### config.mk
export PLATFORM = sky130hd
export DESIGN_NAME = regfile_wb_ctrl
export DESIGN_NICKNAME = d
export VERILOG_FILES = /design/src/rtl/regfile_pkg.sv /design/src/rtl/rr_arb2.sv /design/src/rtl/regfile_wb_ctrl.sv
export SDC_FILE = /design/constraint.sdc
export NUM_CORES = 1
export LEC_CHECK = 0
export ABC_AREA = 1
export CAP_MARGIN = 20
export CORE_ASPECT_RATIO = 1.5
export CORE_MARGIN = 2
export CORE_UTILIZATION = 42
export CTS_CLUSTER_DIAMETER = 60
export DETAILED_ROUTE_END_ITERATION = 10
export PLACE_DENSITY_LB_ADDON = 0.1
export SYNTH_ARGS = -nofsm -noshare
export SYNTH_HDL_FRONTEND = slang
export SYNTH_SLANG_ARGS = --single-unit
export TNS_END_PERCENT = 1
### constraint.sdc
create_clock -name clk -period 1.8 [get_ports clk]
set_input_delay 0.45 -clock clk [delete_from_list [all_inputs] [get_ports clk]]
set_output_delay 0.45 -clock clk [all_outputs]
set_load 0.05 [all_outputs]
### src/rtl/regfile_pkg.sv
// Shared widths and types for the register-file writeback controller.
package regfile_pkg;

  localparam int XLEN     = 32;
  localparam int REG_AW   = 5;
  localparam int NUM_REGS = 32;
  localparam int NUM_SRC  = 2;

  // Writeback source; value doubles as the request/grant bit index.
  typedef enum logic {
    WB_ALU = 1'b0,
    WB_LSU = 1'b1
  } wb_src_e;

  typedef struct packed {
    logic [REG_AW-1:0] rd;
    logic [XLEN-1:0]   data;
  } wb_req_t;

  // One-hot register mask, all-zero when en is low.
  function automatic logic [NUM_REGS-1:0] reg_onehot(input logic [REG_AW-1:0] r,
                                                     input logic              en);
    reg_onehot = en ? (NUM_REGS'(1) << r) : '0;
  endfunction

endpackage

### src/rtl/rr_arb2.sv
// Two-way round-robin arbiter with a 1-bit priority pointer.
// ptr = 0 favours req[0] (ALU), ptr = 1 favours req[1] (LSU).
module rr_arb2
  import regfile_pkg::*;
(
  input  logic       clk,
  input  logic       rst_n,
  input  logic [1:0] req,
  output logic [1:0] gnt
);

  logic ptr_q, ptr_d;

  // Grant the favoured requester on conflict; pointer moves to the loser side.
  always_comb begin
    gnt[WB_ALU] = req[WB_ALU] & (~req[WB_LSU] | ~ptr_q);
    gnt[WB_LSU] = req[WB_LSU] & (~req[WB_ALU] |  ptr_q);
    ptr_d = ptr_q;
    if (gnt[WB_ALU])      ptr_d = 1'b1;
    else if (gnt[WB_LSU]) ptr_d = 1'b0;
  end

  // Priority pointer state.
  always_ff @(posedge clk or negedge rst_n) begin
    if (!rst_n) ptr_q <= 1'b0;
    else        ptr_q <= ptr_d;
  end

endmodule

### src/rtl/regfile_wb_ctrl.sv
// Register-file writeback controller: arbitrates ALU/LSU writebacks onto a
// single registered write port and keeps a pending-write scoreboard for
// read-after-write stall detection.
// Optional: define REGFILE_WB_CONFLICT_CNT_EN to add conflict_cnt, a
// saturating count of cycles where both requesters are valid.
module regfile_wb_ctrl
  import regfile_pkg::*;
(
  input  logic              clk,
  input  logic              rst_n,
  input  logic              alu_valid,
  output logic              alu_ready,
  input  logic [REG_AW-1:0] alu_rd,
  input  logic [XLEN-1:0]   alu_data,
  input  logic              lsu_valid,
  output logic              lsu_ready,
  input  logic [REG_AW-1:0] lsu_rd,
  input  logic [XLEN-1:0]   lsu_data,
  output logic              we3,
  output logic [REG_AW-1:0] a3,
  output logic [XLEN-1:0]   wd3,
  input  logic              iss_valid,
  input  logic [REG_AW-1:0] iss_rd,
  input  logic [REG_AW-1:0] a1,
  input  logic [REG_AW-1:0] a2,
  output logic              stall
`ifdef REGFILE_WB_CONFLICT_CNT_EN
  ,
  output logic [XLEN-1:0]   conflict_cnt
`endif
);

  wb_req_t [NUM_SRC-1:0] req_s;
  logic    [NUM_SRC-1:0] req_v;
  logic    [NUM_SRC-1:0] gnt;
  wb_req_t               sel;
  logic                  acc;

  logic                  we3_q, we3_d;
  logic [REG_AW-1:0]     a3_q, a3_d;
  logic [XLEN-1:0]       wd3_q, wd3_d;
  logic [NUM_REGS-1:0]   pend_q, pend_d;

  // Gather both requesters into an indexed array.
  always_comb begin
    req_v[WB_ALU]      = alu_valid;
    req_v[WB_LSU]      = lsu_valid;
    req_s[WB_ALU].rd   = alu_rd;
    req_s[WB_ALU].data = alu_data;
    req_s[WB_LSU].rd   = lsu_rd;
    req_s[WB_LSU].data = lsu_data;
  end

  rr_arb2 u_arb (
    .clk   (clk),
    .rst_n (rst_n),
    .req   (req_v),
    .gnt   (gnt)
  );

  // Ready is the grant itself; forced low while reset is held.
  always_comb begin
    alu_ready = rst_n & gnt[WB_ALU];
    lsu_ready = rst_n & gnt[WB_LSU];
    acc       = |gnt;
    sel       = gnt[WB_LSU] ? req_s[WB_LSU] : req_s[WB_ALU];
  end

  // Next write-port values: x0 writes are captured but never enabled.
  always_comb begin
    we3_d = 1'b0;
    a3_d  = a3_q;
    wd3_d = wd3_q;
    if (acc) begin
      we3_d = (sel.rd != '0);
      a3_d  = sel.rd;
      wd3_d = sel.data;
    end
  end

  // Scoreboard next state: clear on accepted write, then set on issue so
  // a same-cycle set wins; x0 is never pending.
  always_comb begin
    pend_d    = (pend_q & ~reg_onehot(sel.rd, acc)) | reg_onehot(iss_rd, iss_valid);
    pend_d[0] = 1'b0;
  end

  // Write-port pipeline register and scoreboard state.
  always_ff @(posedge clk or negedge rst_n) begin
    if (!rst_n) begin
      we3_q  <= 1'b0;
      a3_q   <= '0;
      wd3_q  <= '0;
      pend_q <= '0;
    end else begin
      we3_q  <= we3_d;
      a3_q   <= a3_d;
      wd3_q  <= wd3_d;
      pend_q <= pend_d;
    end
  end

  assign we3 = we3_q;
  assign a3  = a3_q;
  assign wd3 = wd3_q;

  // RAW hazard on either source; no forwarding of the write in flight.
  always_comb begin
    stall = rst_n & (((a1 != '0) & pend_q[a1]) | ((a2 != '0) & pend_q[a2]));
  end

`ifdef REGFILE_WB_CONFLICT_CNT_EN
  logic [XLEN-1:0] cnt_q, cnt_d;

  // Saturating count of cycles with both requesters valid.
  always_comb begin
    cnt_d = cnt_q;
    if (alu_valid && lsu_valid && (cnt_q != '1)) cnt_d = cnt_q + 1'b1;
  end

  // Conflict counter state.
  always_ff @(posedge clk or negedge rst_n) begin
    if (!rst_n) cnt_q <= '0;
    else        cnt_q <= cnt_d;
  end

  assign conflict_cnt = cnt_q;
`endif

endmodule
==> run metrics, run 1 <==
# diodes=0; input/output buffers=134; Hold Path Class=in2async; LEAKAGE=0.00293 uW; area delta synth->final=58.0%; critical path cell sequence=buf_4 -> buf_12 -> inv_12 -> nand2_1 -> nand3_2 -> nand2_1 -> nand2_1 -> nand2_1 -> inv_2 -> nand2_1 -> nand2_1 -> nand2_2 -> nor2_4 -> nor2_4 -> buf_12; post-layout instance area=0.00630 mm2; Synth Register Bits=70; critical path startpoint category=primary input; sequential power share=0.331; Final ANT Viol Nets=0; slew of the pin with the lowest slew margin=0.877 ns; CTS tree=done; outcome=complete, but fails checks; Worst Path Arrival=1.69 ns; routed wire length=13.9 mm; Reg2Reg Capture Point=pend_q[17]; final-report hold violation count=0; total stage count of the critical path=15; setup TNS=-0.415 ns; flop2flop setup slack=-0.01 ns; net switching power=2530 uW; pre-CTS setup slack=-0.786 ns; post-DP HPWL=10.2 mm; vias per cell=5.34; final period utilization=1.19; initial antenna violation count=0; Final setup viols=3; full die area=0.0103 mm2; CP bufs+invs=5; drt drc=0; Worst-path clk slew=0.05 ns; Pwr Total=6740 uW; vias in the first global route=4543; Logic pwr share=0.386; Switching Share=0.376; Die X=83.6 um; Distinct cells, synth=23; CTS Hold Bufs=0; first-pass GRT wire length=21.5 mm; cell internal pwr=4210 uW; Required @ worst endpoint=1.35 ns; Mean Syn Cell Area=7.04 um2; post-synthesis cell count=567; clk sinks=70; row cnt=43; Pins Over Slew Limit=0; Cell Area, Placed=0.00570 mm2; Core Region=0.00925 mm2; violated checks=setup timing; Max Cap Violations=0; drt pass-1 iters=5; share of cells above drive strength 1=0.233; Seq/Total Area, Yosys=0.439; reg2reg path depth=10; placed cells=826; Worst VDD drop=0.740 mV; Max clock buf depth=2; starting DRC count in detailed routing=373; top_reg_cell synth=dfrtp_1; total CTS buffers=9; clk_lat worst skew=0.33 ns; EDFF count, synth=0; Crit path largest cell delay=0.15 ns; CP Max Fanout=7; Starting Density=0.431; ys async rst share=1.00; WL per Instance=16.3 um; GRT Residual Overflow=0; Post-Syn Area=0.00399 mm2; post-synthesis net count=661; CTS HTree Levels=3; Total GRT Usage=0.270; Die Ht=123 um; clock share of power=0.283; Clock Skew=0.00542 ns; CP Class=in2out; most used cell, CP=nand2_1; top-level port count=135; pwr dens=1070 mW/mm2; Non-Filler Instances=853; r2r startpoint=u_arb.ptr_q; Setup crit end kind=primary output; CTS root buf=clkbuf_16; slowest CP cell=buf_4; Final Wtd Congestion=0.980; setup repair after global routing missed its margin=true; # nets final=830; delay-heaviest family, CP=simple AND/OR/NAND/NOR gates; YS warnings=0; Vias=4551; Max Freq=466 MHz; relative slew slack=0.415; largest net degree at the start of global routing=71; worst setup margin=-0.344 ns; fin crit period=2.14 ns
[worst reg2reg max path: cells and delay by family (launching register included)]
| family | cells | cell delay [ns] |
|---|---|---|
| buffers and inverters | 3 | 0.37 |
| and+or+nand+nor | 3 | 0.36 |
| AOI/OAI and AO/OA | 4 | 0.54 |
| DFF | 1 | 0.40 |
[cell type report]
type | instances | area (um2)
inverters | 48 | 208
well taps | 112 | 140
clock buffers | 10 | 239
clock inverters | 6 | 85.1
repair buffers | 184 | 1830
fillers | 800 | 2950
multi-input cells | 422 | 2050
repair inverters | 1 | 8.76
flip-flops and latches | 70 | 1750
[how the worst max path moves through the flow]
stage / from / endpoint / slack [ns]
floorplan: a2[0] / stall / -0.09
CTS: pend_q[28] / stall / -0.34
global placement: a1[2] / stall / -0.83
global route: pend_q[16] / stall / -0.48
finish: a1[0] / stall / -0.34
detailed placement: a1[2] / stall / -0.79
[per-layer routing]
layer,GRT usage,vias to the layer above,wire (um)
met5,0,-,0
met4,0.199,0,1100
met3,0.0621,71,897
met2,0.503,220,7220
met1,0.256,2081,4660
li1,-,2179,-
[metrics by stage]
stage	hold slack, ns	utilization
3_5_place_dp	0.470	0.616
3_3_place_gp	0.465	0.616
6_report	0.395	0.681
5_1_grt	0.461	0.681
4_1_cts	0.420	0.668
2_1_floorplan	0.154	-
[cell usage in the layout (no fill, tap or decap), drive strengths merged, types with 3 or more instances in the layout]
cell / instances
o31ai: 32
inv: 49
nand2: 180
nand4: 4
clkdlybuf4s50: 82
clkdlybuf4s15: 4
clkbuf: 12
buf: 95
dfrtp: 70
nor2: 85
o21ai: 70
o211ai: 3
nand3: 40
nor3: 4
[state kept, by name (all words and copies together) (netlist names)]
signal       count
a3               5
pend_q          31
u_arb.ptr_q      1
wd3             32
we3              1
[power by group through the flow]
stage                     sequential, uW  clock, uW  combinational (uW)
after floorplan                     2740          0                 964
after CTS                           2220       1920                2520
final                               2230       1900                2600
after detailed placement            2240          0                2440
after global placement              2230          0                2430
after global routing                2280       1990                2830
[cells in the mapped netlist (all sizes together) (2+ instances only)]
library cell	number	area [um2]
o211ai	3	22.5
dfrtp	70	1750
nand3	40	213
nor2	85	319
nand2	180	686
o21ai	70	373
nand4	4	25.0
inv	48	180
nor3	4	20.0
buf	12	77.6
a31oi	2	12.5
clkbuf	15	56.3
o31ai	32	240
[what timing repair did]
action	4_1_cts	5_1_grt
gates resized for setup	54	36
setup buffers	4	2
pin swaps	10	7
endpoints found under the setup margin	62	32
gates cloned	3	2
[kinds of logic after synthesis]
| kind of cell | share of synthesized area |
|---|---|
| AND/OR/NAND/NOR | 0.320 |
| AO/OA/AOI/OAI | 0.162 |
| buffers and inverters | 0.0787 |
| flip-flops | 0.439 |
No activity file was read; power rests on OpenSTA's default activity.
==> inputs of run 2 (changes only) <==
Settings changed: CAP_MARGIN 20 to not set.
==> results of run 2 <==
Final layout, timing and power as in run 1 (identical DEF).
